$ cat config.mk
export PLATFORM = sky130hd
export DESIGN_NAME = fsquare
export DESIGN_NICKNAME = d
export VERILOG_FILES = /design/src/rtl/fsquare.sv
export SDC_FILE = /design/constraint.sdc
export NUM_CORES = 1
export LEC_CHECK = 0
export ABC_AREA = 1
export CORE_MARGIN = 5
export CORE_UTILIZATION = 45
export DETAILED_ROUTE_END_ITERATION = 12
export MAX_ROUTING_LAYER = met4
export PLACE_DENSITY_LB_ADDON = 0.3
export SLEW_MARGIN = 40
export SYNTH_ARGS = -nofsm -noshare
export SYNTH_HDL_FRONTEND = slang
export SYNTH_SLANG_ARGS = --single-unit
export TNS_END_PERCENT = 1
$ cat constraint.sdc
create_clock -name clk_i -period 4.9 [get_ports clk_i]
set_input_delay 0.49 -clock clk_i [delete_from_list [all_inputs] [get_ports clk_i]]
set_output_delay 0.49 -clock clk_i [all_outputs]
set_load 0.005 [all_outputs]
$ cat src/rtl/fsquare.sv
// fsquare: multi-cycle binary32 squarer (y = x*x) with an iterative shift-add mantissa product and RNE rounding.
// Optional macro FSQUARE_EARLY_OUT_EN: zero/denormal/inf/NaN operands bypass MUL/NORM and complete on the accept edge.
module fsquare (
    input  logic        clk_i,
    input  logic        rstn_i,
    input  logic        in_valid_i,
    output logic        in_ready_o,
    input  logic [31:0] x_i,
    output logic        out_valid_o,
    input  logic        out_ready_i,
    output logic [31:0] y_o,
    output logic        exception_o
);
    typedef enum logic [1:0] {S_IDLE, S_MUL, S_NORM, S_DONE} state_e;

`ifdef FSQUARE_EARLY_OUT_EN
    localparam bit EarlyOut = 1'b1;
`else
    localparam bit EarlyOut = 1'b0;
`endif

    state_e      state_q, state_d;
    logic [30:0] x_q, x_d;
    logic [47:0] acc_q, acc_d;
    logic [4:0]  cnt_q, cnt_d;
    logic [31:0] y_q, y_d;
    logic        exc_q, exc_d;

    // The sign never reaches the result, so it is not stored.
    logic unused_sign;
    assign unused_sign = x_i[31];

    function automatic logic is_special(input logic [30:0] v);
        return (v[30:23] == 8'h00) || (v[30:23] == 8'hFF);
    endfunction

    // Returns {exception, y} for exponent fields 0 and 255.
    function automatic logic [32:0] special_res(input logic [30:0] v);
        if (v[30:23] == 8'h00)     return {1'b0, 32'h0000_0000};
        else if (v[22:0] != 23'd0) return {1'b1, 32'h7FC0_0000};
        else                       return {1'b0, 32'h7F80_0000};
    endfunction

    logic [23:0]       sig;
    logic signed [9:0] exp_pre, exp_n, exp_f;
    logic [22:0]       mant;
    logic              guard, sticky;
    logic [23:0]       mant_r;
    logic [32:0]       norm_res;

    always_comb begin
        sig     = {1'b1, x_q[22:0]};
        exp_pre = $signed({1'b0, x_q[30:23], 1'b0}) - 10'sd127;
        if (acc_q[47]) begin
            exp_n  = exp_pre + 10'sd1;
            mant   = acc_q[46:24];
            guard  = acc_q[23];
            sticky = |acc_q[22:0];
        end else begin
            exp_n  = exp_pre;
            mant   = acc_q[45:23];
            guard  = acc_q[22];
            sticky = |acc_q[21:0];
        end
        mant_r = {1'b0, mant} + {23'd0, guard & (sticky | mant[0])};
        // A carry out of rounding leaves mant_r[22:0] at zero, i.e. 1.0 at the next exponent.
        exp_f  = mant_r[23] ? exp_n + 10'sd1 : exp_n;
        if (is_special(x_q))        norm_res = special_res(x_q);
        else if (exp_f >= 10'sd255) norm_res = {1'b1, 32'h7F80_0000};
        else if (exp_f <= 10'sd0)   norm_res = 33'd0;
        else                        norm_res = {1'b0, 1'b0, exp_f[7:0], mant_r[22:0]};
    end

    always_ff @(posedge clk_i) begin
        if (!rstn_i) state_q <= S_IDLE;
        else         state_q <= state_d;
    end

    always_comb begin
        state_d = state_q;
        case (state_q)
            S_IDLE: if (in_valid_i)
                        state_d = (EarlyOut && is_special(x_i[30:0])) ? S_DONE : S_MUL;
            S_MUL:  if (cnt_q == 5'd23) state_d = S_NORM;
            S_NORM: state_d = S_DONE;
            S_DONE: if (out_ready_i) state_d = S_IDLE;
            default: state_d = S_IDLE;
        endcase
    end

    always_comb begin
        in_ready_o  = (state_q == S_IDLE);
        out_valid_o = (state_q == S_DONE);
        y_o         = y_q;
        exception_o = exc_q;
    end

    always_comb begin
        x_d   = x_q;
        acc_d = acc_q;
        cnt_d = cnt_q;
        y_d   = y_q;
        exc_d = exc_q;
        case (state_q)
            S_IDLE: if (in_valid_i) begin
                x_d   = x_i[30:0];
                acc_d = 48'd0;
                cnt_d = 5'd0;
                if (EarlyOut && is_special(x_i[30:0])) {exc_d, y_d} = special_res(x_i[30:0]);
            end
            S_MUL: begin
                if (sig[cnt_q]) acc_d = acc_q + ({24'd0, sig} << cnt_q);
                cnt_d = cnt_q + 5'd1;
            end
            S_NORM: {exc_d, y_d} = norm_res;
            default: ;
        endcase
    end

    always_ff @(posedge clk_i) begin
        if (!rstn_i) begin
            x_q   <= '0;
            acc_q <= '0;
            cnt_q <= '0;
            y_q   <= '0;
            exc_q <= 1'b0;
        end else begin
            x_q   <= x_d;
            acc_q <= acc_d;
            cnt_q <= cnt_d;
            y_q   <= y_d;
            exc_q <= exc_d;
        end
    end

endmodule

==> results of run 1 <==
==> metrics by stage <==
step	instances	instance area [um^2]	total power (W)	utilization (%)	hold slack, ns
floorplan	1869	11200	0.00260	-	0.447
global placement	2202	12000	0.00316	49.3	0.454
detailed placement	2204	12100	0.00321	49.5	0.457
CTS	2236	12700	0.00456	52.0	0.468
global route	2236	12700	0.00486	52.0	0.491
finish	2236	12700	0.00456	52.0	0.464
==> sequential cells by signal (all words and copies together) (netlist names) <==
signal	cells
state_q	2
acc_q	48
exception_o	1
y_o	31
cnt_q	5
x_q	31
==> final timing paths <==
check            from   endpoint  slack (ns)  depth (start not counted)
max          cnt_q[0]  acc_q[47]        0.59                         20
min           y_o[18]    y_o[18]        0.46                          2
max reg2reg  cnt_q[0]  acc_q[47]        0.59                         20
min reg2reg   y_o[18]    y_o[18]        0.46                          2
==> routing by layer <==
| layer | track usage (%) | vias up | part of all wire, % |
|---|---|---|---|
| li1 | - | 6245 | - |
| met1 | 34.9 | 5498 | 47 |
| met2 | 40.8 | 350 | 45 |
| met3 | 3.28 | 65 | 5.4 |
| met4 | 7.73 | 0 | 2.6 |
| met5 | - | - | 0 |
==> area by class of cell <==
class	instances	area share, %
clock buffer	17	3.36
timing repair buffer	87	6.77
inverter	183	5.44
clock inverter	15	1.45
sequential	118	18.7
multi-input combinational	1492	61.1
tap	324	3.20
==> cells in the mapped netlist, types with 20 or more instances <==
cell / count
a21oi_1: 168
nand3_2: 22
ha_1: 60
or2_2: 24
nor3_1: 29
o21ai_0: 148
mux2i_1: 20
clkbuf_1: 49
nand3_1: 118
nand2_1: 498
dfxtp_1: 118
inv_1: 170
xor2_1: 22
nor2_1: 210
==> cells by family after synthesis <==
| group | count (synthesis) |
|---|---|
| xor gates and xnor gates | 29 |
| buffers and inverters | 259 |
| other | 1 |
| AOI/OAI and AO/OA | 409 |
| muxes | 20 |
| adders and majority gates | 61 |
| DFF | 118 |
| and+or+nand+nor | 972 |
==> worst max-delay path, stage by stage, from the launching register on <==
cell	delay [ns]
dfxtp_1	0.41
inv_1	0.40
nand2_1	0.12
and2_1	0.18
o21ai_0	0.19
inv_1	0.09
nand2_1	0.06
o21ai_0	0.11
nand2_1	0.08
o21ai_0	0.15
o22ai_1	0.42
ha_1	0.37
a21oi_1	0.19
o21ai_0	0.16
a21oi_1	0.19
nor2_1	0.06
a211oi_1	0.35
nand3_1	0.20
or2_2	0.31
nand3_1	0.07
a21oi_1	0.06
==> power by group through the flow <==
stage	clock network [W]	logic (W)	registers, W
2_1_floorplan	0	0.00142	0.00118
3_5_place_dp	0	0.00199	0.00122
6_report	0.00134	0.00201	0.00120
4_1_cts	0.00136	0.00201	0.00119
3_3_place_gp	0	0.00195	0.00121
5_1_grt	0.00140	0.00225	0.00121
==> summary.md, run 1 <==
| Metric | Value |
|---|---|
| Top post-synthesis cells by area | dfxtp_1 21%, nand2_1 17%, a21oi_1 7.5%, nor2_1 7.1%, ha_1 6.7% |
| Gate power share | 44.2% |
| Internal power | 0.00251 W |
| Multiplexer area fraction after synthesis | 1.79% |
| Syn Inst Count | 1869 |
| Most frequent cells in the layout | 498 x nand2_1, 209 x nor2_1, 170 x inv_1 |
| Post-Syn Area | ~11000 um^2 |
| First-pass GRT wire length | ~58000 um |
| HPWL after DPL | 28400 um |
| HP Class | flip-flop to flip-flop |
| Filler instances | 2576 |
| 1st-pass router iterations | 7 |
| Simple-gate share of the synthesized area | 38.1% |
| Die width | 168 um |
| Share of total power in sequential cells | between 20% and 30% |
| Sequential share of the synthesized area | 21.2% |
| Starting Density | 45.8% |
| Register area | about 2400 um^2 |
| Vias post-DR | 12158 |
| Diode count | 0 |
| Layout cells sized above 1 | under 10% |
| Syn Nets | about 2000 |
| Routability cong. | ~1.0 |
| Die area | approximately 28000 um^2 |
| Largest family of logic cells by synthesized area | simple AND/OR/NAND/NOR gates |
| DRC Markers | 0 |
| Die height | 168 um |
| Final worst setup slack | 0.591 ns |
| Fin Clk Skew | 0.0186 ns |
| # clock sinks | 118 |
| WP data required | slightly above 5 ns |
| DR iter-0 viols | around 1100 |
| Setup TNS | 0 ns |
| Fin crit period | approximately 4.3 ns |
| Via density per instance | approximately 5.4 |
| Post-DRT Antenna Nets | 0 |
| Clock power frac | 29.5% |
| Total track usage | 25.9% |
| Synth Flop Type | dfxtp_1 |
| Post-synth EDFFs | 0 |
| Place WS | around 0.57 ns |
| Initial antenna violation count | 0 |
| Number of post-CTS setup repair buffers | 0 |
| IO Port Bufs | 68 |
| Clock Path Buffers | 2 |
| I/O pins | 71 |
| CP Class | flip-flop to flip-flop |
| Reg clk slew, reported paths | approximately 0.070 ns |
| Synth Area in Compound Gates | between 20% and 30% |
| Worst skew pair latency | 0.43 ns |
| LEAKAGE | approximately 5.2 nW |
| Post-CTS sizing | 0 |
| CP endpoint kind | flip-flop |
| Final setup violation count | 0 |
| CP startpoint kind | flip-flop |
| Worst-margin pin slew | 0.797 ns |
| CTS root buffer | clkbuf_16 |
| Final period util | between 80% and 90% |
| Total grt overflow | 0 |
| Area of the multi-input gates | 7750 um^2 |
| DRT Wirelength | 36000 um |
| Slew Limit Fails | 0 |
| Number of global-route vias before repair | about 11000 |
| Synth Area in XOR/XNOR | between 2 and 2.5% |
| Final Net Count | 1996 |
| Core ar. | 24400 um^2 |
| Synth Area in Adders | under 10% |
| TritonCTS clock tree | built |
| Worst path arrival time | 4.59 ns |
| FMAX | 0.232 GHz |
| Most common cell after layout, fill and taps aside | nand2_1 |
| Max cap viols | 0 |
| Leading area contributor after synthesis | dfxtp_1 |
| Pwr Density | ~360 nW/um^2 |
| Area growth, synth to finish | 13.5% |
| Yosys warnings | 0 |
| Slew Limit Headroom | roughly 46% |
| Final hold vios | 0 |
| Sw Share | 44.8% |
| RSZ-0062 raised after global routing | false |
| TritonCTS buffer count | 17 |
| Htree depth | 4 |
| Largest net degree at the start of global routing | 52 |
| Syn Area/Cell | approximately 6.0 um^2 |
| Row count | 57 |
| Post-cts hold buffer count | 0 |
| Wire per inst | 16.1 um |
| Asr flop ratio synth | 0% |
| Peak VDD IR | 0.000189 V |
| P_sw | roughly 0.0020 W |
| Top-area cell type share of the netlist area | a little over a fifth |
| Crit-path max FO | 15 |
| Flops & latches, synth | 118 |
| Synth cell types | 53 |
| Status | completed |
Power figures use the tool's default switching activity.
==> run 2: changes to the inputs <==
--- a/config.mk
+++ b/config.mk
@@ -6,11 +6,12 @@
 export NUM_CORES = 1
 export LEC_CHECK = 0
 export ABC_AREA = 1
-export CORE_MARGIN = 5
 export CORE_UTILIZATION = 45
 export DETAILED_ROUTE_END_ITERATION = 12
 export MAX_ROUTING_LAYER = met4
 export PLACE_DENSITY_LB_ADDON = 0.3
+export REMOVE_ABC_BUFFERS = 1
+export SETUP_SLACK_MARGIN = 0.1
 export SLEW_MARGIN = 40
 export SYNTH_ARGS = -nofsm -noshare
 export SYNTH_HDL_FRONTEND = slang
==> summary.md, run 2 (synthesis gave the netlist of run 1 again) <==
| Metric | Value |
|---|---|
| Slew Limit Headroom | 49.1% (+2.7 points) |
| Reg clk slew, reported paths | 0.06 ns (about the same) |
| DR iter-0 viols | 883 (-20%) |
| Die height | 160 um (-4.8%) |
| Crit-path max FO | 32 (+17) |
| Worst-margin pin slew | 0.761 ns (-0.0362 ns) |
| Die area | 25400 um^2 (-9.3%) |
| DRC Markers | 0 (unchanged) |
| # clock sinks | 118 (unchanged) |
| Starting Density | 45.9% (+0.13 points) |
| Gate power share | 43.5% (-0.7 points) |
| DRT Wirelength | 34400 um (-4.4%) |
| Peak VDD IR | 0.000229 V (+21%) |
| Layout Utilization | 52.0% (about the same) |
| Met2 global-route usage | 43.1% (+2.3 points) |
| Routability cong. | 1.01 (+1.8%) |
| Post-cts hold buffer count | 0 (unchanged) |
| LEAKAGE | 5.23 nW (-0.32%) |
| Register area | 2360 um^2 (unchanged) |
| Place WS | 0.437 ns (-0.131 ns) |
| Pwr Density | 359 nW/um^2 (-0.19%) |
| WP data required | 5.20 ns (+0.02 ns) |
| Final setup violation count | 0 (unchanged) |
| Worst skew pair latency | 0.44 ns (about the same) |
| Vias post-DR | 12078 (-0.66%) |
| Row count | 57 (unchanged) |
| Clock power frac | 30.3% (+0.8 points) |
| Clock Path Buffers | 2 (unchanged) |
| RR Endpoint | acc_q[36] |
| IO Port Bufs | 68 (unchanged) |
| Total grt overflow | 0 (unchanged) |
| First-pass GRT wire length | 55400 um (-4.7%) |
| Fin Clk Skew | 0.0143 ns (-0.00425 ns) |
| CP endpoint kind | flip-flop |
| Worst path arrival time | 4.75 ns (+0.16 ns) |
| Core ar. | 24300 um^2 (-0.29%) |
| Most common cell after layout, fill and taps aside | nand2_1 |
| Layout cells sized above 1 | 8.22% (-0.14 points) |
| Worst-case reg-to-reg path depth | 19 (-5.0%) |
| Number of post-CTS setup repair buffers | 0 (unchanged) |
| TritonCTS clock tree | built |
| Hold Path Depth | 2 (unchanged) |
| Slowest CP cell | dfxtp_1 |
| Final Power | 0.00454 W (-0.39%) |
| I/O pins | 71 (unchanged) |
| Largest net degree at the start of global routing | 52 (unchanged) |
| Status | completed |
| HP Class | flip-flop to flip-flop |
| TritonCTS buffer count | 17 (unchanged) |
| Met1 Track Usage GR | 36.3% (+1.5 points) |
| Share of total power in sequential cells | 26.2% (about the same) |
| Flip-flop count of the largest register after layout | 48 (unchanged) |
| Wire per inst | 15.4 um (-4.3%) |
| Internal power | 0.00255 W (+1.3%) |
| Filler instances | 2589 (+0.50%) |
| Sw Share | 43.9% (-0.91 points) |
| 1st-pass router iterations | 6 (-1) |
| GR Util met3 | 5.26% (+2.0 points) |
| FMAX | 0.225 GHz (-3.2%) |
| Largest stage delay on the critical path | 0.59 ns (+0.17 ns) |
| Layout Cell Area excl Fill | 12600 um^2 (-0.20%) |
| Slew Limit Fails | 0 (unchanged) |
| Setup TNS | 0 ns (unchanged) |
| Area of the multi-input gates | 7750 um^2 (unchanged) |
| Crit-path cells | buf_12, nand2_1, o21ai_0, inv_1, nand2_1, o21ai_0, mux2i_1, o21ai_0, nor2_1, ha_1, a21oi_1, o21ai_0, a21oi_1, nand3_1, a21oi_1, o21bai_1, or2_2, nand3_1, a21oi_1 |
| Hold Crit Start | y_o[19] |
| Biggest register | acc_q |
| RSZ-0062 raised after global routing | false |
| Post-CTS sizing | 0 (unchanged) |
| Critical path's top delay family | compound AO/OA/AOI/OAI gates |
| CP Class | flip-flop to flip-flop |
| Total track usage | 27.9% (+2.0 points) |
| Post-DRT Antenna Nets | 0 (unchanged) |
| Hold EP | y_o[19] |
| Number of global-route vias before repair | 10994 (-2.3%) |
| Htree depth | 4 (unchanged) |
| Area growth, synth to finish | 13.3% |
| P_sw | 0.00199 W (-2.4%) |
| CTS root buffer | clkbuf_16 |
| Final Net Count | 1993 (-0.15%) |
| R2r setup slk | 0.45 ns (-0.14 ns) |
| Fin crit period | 4.45 ns (+0.144 ns) |
| GR peak layer | met2 |
| Initial antenna violation count | 1 (+1) |
| Post-place instance area | 12000 um^2 (-0.41%) |
| Most frequent cells in the layout | 498 x nand2_1, 209 x nor2_1, 170 x inv_1 |
| Final period util | 90.9% (+2.9 points) |
| Final worst setup slack | 0.448 ns (-0.144 ns) |
| Worst reg2reg path startpoint | cnt_q[0] |
| WP buf/inv | 2 (unchanged) |
| CP startpoint kind | flip-flop |
| Final hold vios | 0 (unchanged) |
| Max cap viols | 0 (unchanged) |
| Via density per instance | 5.41 (-0.57%) |
| HPWL after DPL | 27200 um (-4.3%) |
| Die width | 160 um (-4.8%) |
-- run 2: cell count changes in the layout (fill, tap and decap cells not counted), moves of 2 or more --
cell	before	now
inv_6	7	5
clkinv_4	0	4
inv_8	3	1
buf_16	2	0
buf_4	17	15
-- run 2: area by class of cell --
class | instances | area share (%)
antenna | 1 | 0.0198
clock buffer | 18 | 3.47
clock inverter | 14 | 1.48
inverter | 183 | 5.45
multi-input combinational | 1492 | 61.2
sequential | 118 | 18.7
tap | 324 | 3.21
timing repair buffer | 84 | 6.43
-- run 2: metal layers --
metal	up-vias	wire length (um)
met4	0	884
met1	5475	16300
met5	-	0
met2	307	15200
met3	54	2050
li1	6242	-
-- run 2: how the worst max path moves through the flow --
stage,start,to,slack [ns],cells past startpoint
2_1_floorplan,cnt_q[1],acc_q[12],0.18,10
4_1_cts,cnt_q[0],acc_q[45],0.41,19
6_report,cnt_q[0],acc_q[36],0.45,19
3_5_place_dp,cnt_q[0],acc_q[45],0.44,19
5_1_grt,cnt_q[0],acc_q[37],0.15,18
3_3_place_gp,cnt_q[0],acc_q[45],0.51,19
-- run 2: worst min-delay path, delay by kind of cell, from the launching register on --
| kind | cells | cell delay [ns] |
|---|---|---|
| and+or+nand+nor | 1 | 0.06 |
| DFF | 1 | 0.31 |
| AOI/OAI and AO/OA | 1 | 0.05 |
-- run 2: through the flow --
stage | instances | hold slack (ns)
2_1_floorplan | 1793 | 0.446
3_3_place_gp | 2201 | 0.452
3_5_place_dp | 2201 | 0.456
4_1_cts | 2233 | 0.466
5_1_grt | 2234 | 0.491
6_report | 2234 | 0.465
-- run 2: power by group through the flow --
| stage | clock network [W] | logic (W) | registers, W |
|---|---|---|---|
| 2_1_floorplan | 0 | 0.00131 | 0.00120 |
| 3_3_place_gp | 0 | 0.00193 | 0.00121 |
| 3_5_place_dp | 0 | 0.00195 | 0.00121 |
| 4_1_cts | 0.00139 | 0.00196 | 0.00119 |
| 5_1_grt | 0.00144 | 0.00221 | 0.00121 |
| 6_report | 0.00138 | 0.00197 | 0.00119 |
==> RTL change: new RTL, flow settings as in run 2 <==
Build with the macro `FSQUARE_EARLY_OUT_EN` defined.
--- a/src/rtl/fsquare.sv
+++ b/src/rtl/fsquare.sv
@@ -2,2 +2,4 @@
 // Optional macro FSQUARE_EARLY_OUT_EN: zero/denormal/inf/NaN operands bypass MUL/NORM and complete on the accept edge.
+`define FSQUARE_EARLY_OUT_EN
+
 module fsquare (
Function: changed (Yosys sat finds a counterexample within 4 cycles, from zero or initial values and one cycle with rstn_i low).
==> RTL change against run 2 <==
Worst setup slack better by 140 ps; critical path type unchanged; sequential cell count unchanged; synthesized area about the same; final area up 0.50%; first-iteration DRC count up 2.0%; routed wire length up 2.1%; synthesized cell count up 0.27%; power up 5.2%; clock skew down 1.4 ps; critical path depth up 2; final cell count up 0.63%.
==> RTL change: results (changes against run 2) <==
status:
  status: "complete, no violations"  # unchanged
sta:
  clock_skew_ps: 12.9  # was 14.3 ps
  timing.fmax_mhz: 232  # was 225 MHz
global_routing:
  met2_usage_pct: 44.9  # was 43.1%
  grt_use_total_pct: 28.6  # was 27.9%
  grt_antenna_before_repair: 3  # was 1
  gr-usage-met1_pct: 36.6  # was 36.3%
  grt_max_degree: 58  # was 52
  grt_first_pass_wirelength_um: 56900  # was 55400 um
pwr:
  switching_share_pct: 43.2  # was 43.9%
  ir_drop_mv: 0.240  # was 0.229 mV
setup_path:
  reg2reg_depth: 21  # was 19
  r2r_slack_ps: 590  # was 450 ps
  crit_slowest_cell: "ha_1"  # was dfxtp_1
  r2r-end: "acc_q[34]"  # was acc_q[36]
  cp_max_fo: 31  # was 32
  max_stage_delay_ps: 380  # was 590 ps
place:
  dp_hpwl_um: 27600  # was 27200 um
  post-place-ws_ps: 743  # was 437 ps
  dp.cells: 2214  # was 2201
  gp_congestion: 0.987  # was 1.01
routing:
  via_count: 12300  # was 12.1k
  wl_per_cell_um: 15.6  # was 15.4 um
  dr.pass1.iters: 7  # was 6
  met1_length_um: 16400  # was 16300 um
  met3_length_um: 1890  # was 2050 um
  first_iter_violations: 901  # was 883
  wirelength_um: 35200  # was 34400 um
  routed-wl-met2_um: 16000  # was 15200 um
finish:
  fillers: 2537  # was 2589
  layout-drive-gt1-share_pct: 6.98  # was 8.22%
logic_synthesis:
  syn_inst: 1874  # was 1869
  yosysWarningCount: 0  # unchanged
  netlist_top_cells_count: "487 x nand2_1, 203 x nor2_1, 184 x a21oi_1, 184 x inv_1, 162 x o21ai_0"  # was 498 x nand2_1, 210 x nor2_1, 170 x inv_1
  synth_cell_types: 54  # was 53
  yosys.area.top_type_share_pct: 21.1  # was 21.2%
min_path:
  worstHoldPathType: "flip-flop to flip-flop"  # unchanged
==> RTL change: worst max path at each step <==
stage,startpoint,cells after the start,endpoint
final,cnt_q[0],21,acc_q[34]
after global routing,cnt_q[0],23,acc_q[34]
after CTS,cnt_q[0],23,acc_q[34]
after floorplan,cnt_q[0],21,acc_q[34]
after global placement,cnt_q[0],18,acc_q[20]
after detailed placement,cnt_q[0],21,acc_q[34]
==> RTL change: through the flow <==
stage          hold WS, ps  power (mW)  cell area (sq um)
4_1_cts                464        4.75              12700
6_report               462        4.78              12700
3_3_place_gp           453        3.29              12100
3_5_place_dp           456        3.31              12100
5_1_grt                477        5.08              12700
2_1_floorplan          451        2.61              10800
==> RTL change: power by group through the flow <==
stage	logic, mW	clock network (mW)	registers (mW)
2_1_floorplan	1.36	0	1.25
3_3_place_gp	2.04	0	1.25
3_5_place_dp	2.06	0	1.25
4_1_cts	2.07	1.45	1.23
5_1_grt	2.33	1.50	1.25
6_report	2.10	1.45	1.23
==> RTL change: logic make-up (layout without fill, tap and decap cells) <==
group	count (synthesis)	count (layout)	synth area share, %
AOI/OAI and AO/OA	446	446	21.7
xor gates and xnor gates	24	24	1.88
adders and majority gates	61	61	6.90
buffers and inverters	268	315	9.90
DFF	118	118	21.1
muxes	22	22	1.97
other	1	4	0.0336
and+or+nand+nor	934	934	36.5
==> RTL change: final cells by class <==
class | instances | area, sq um | share of cell area, %
Antenna cell | 3 | 7.51 | 0.0591
Clock buffer | 17 | 425 | 3.35
Clock inverter | 14 | 223 | 1.75
Inverter | 197 | 749 | 5.90
Multi-Input combinational cell | 1488 | 7710 | 60.7
Sequential cell | 118 | 2360 | 18.6
Tap cell | 324 | 405 | 3.19
Timing Repair Buffer | 87 | 823 | 6.48
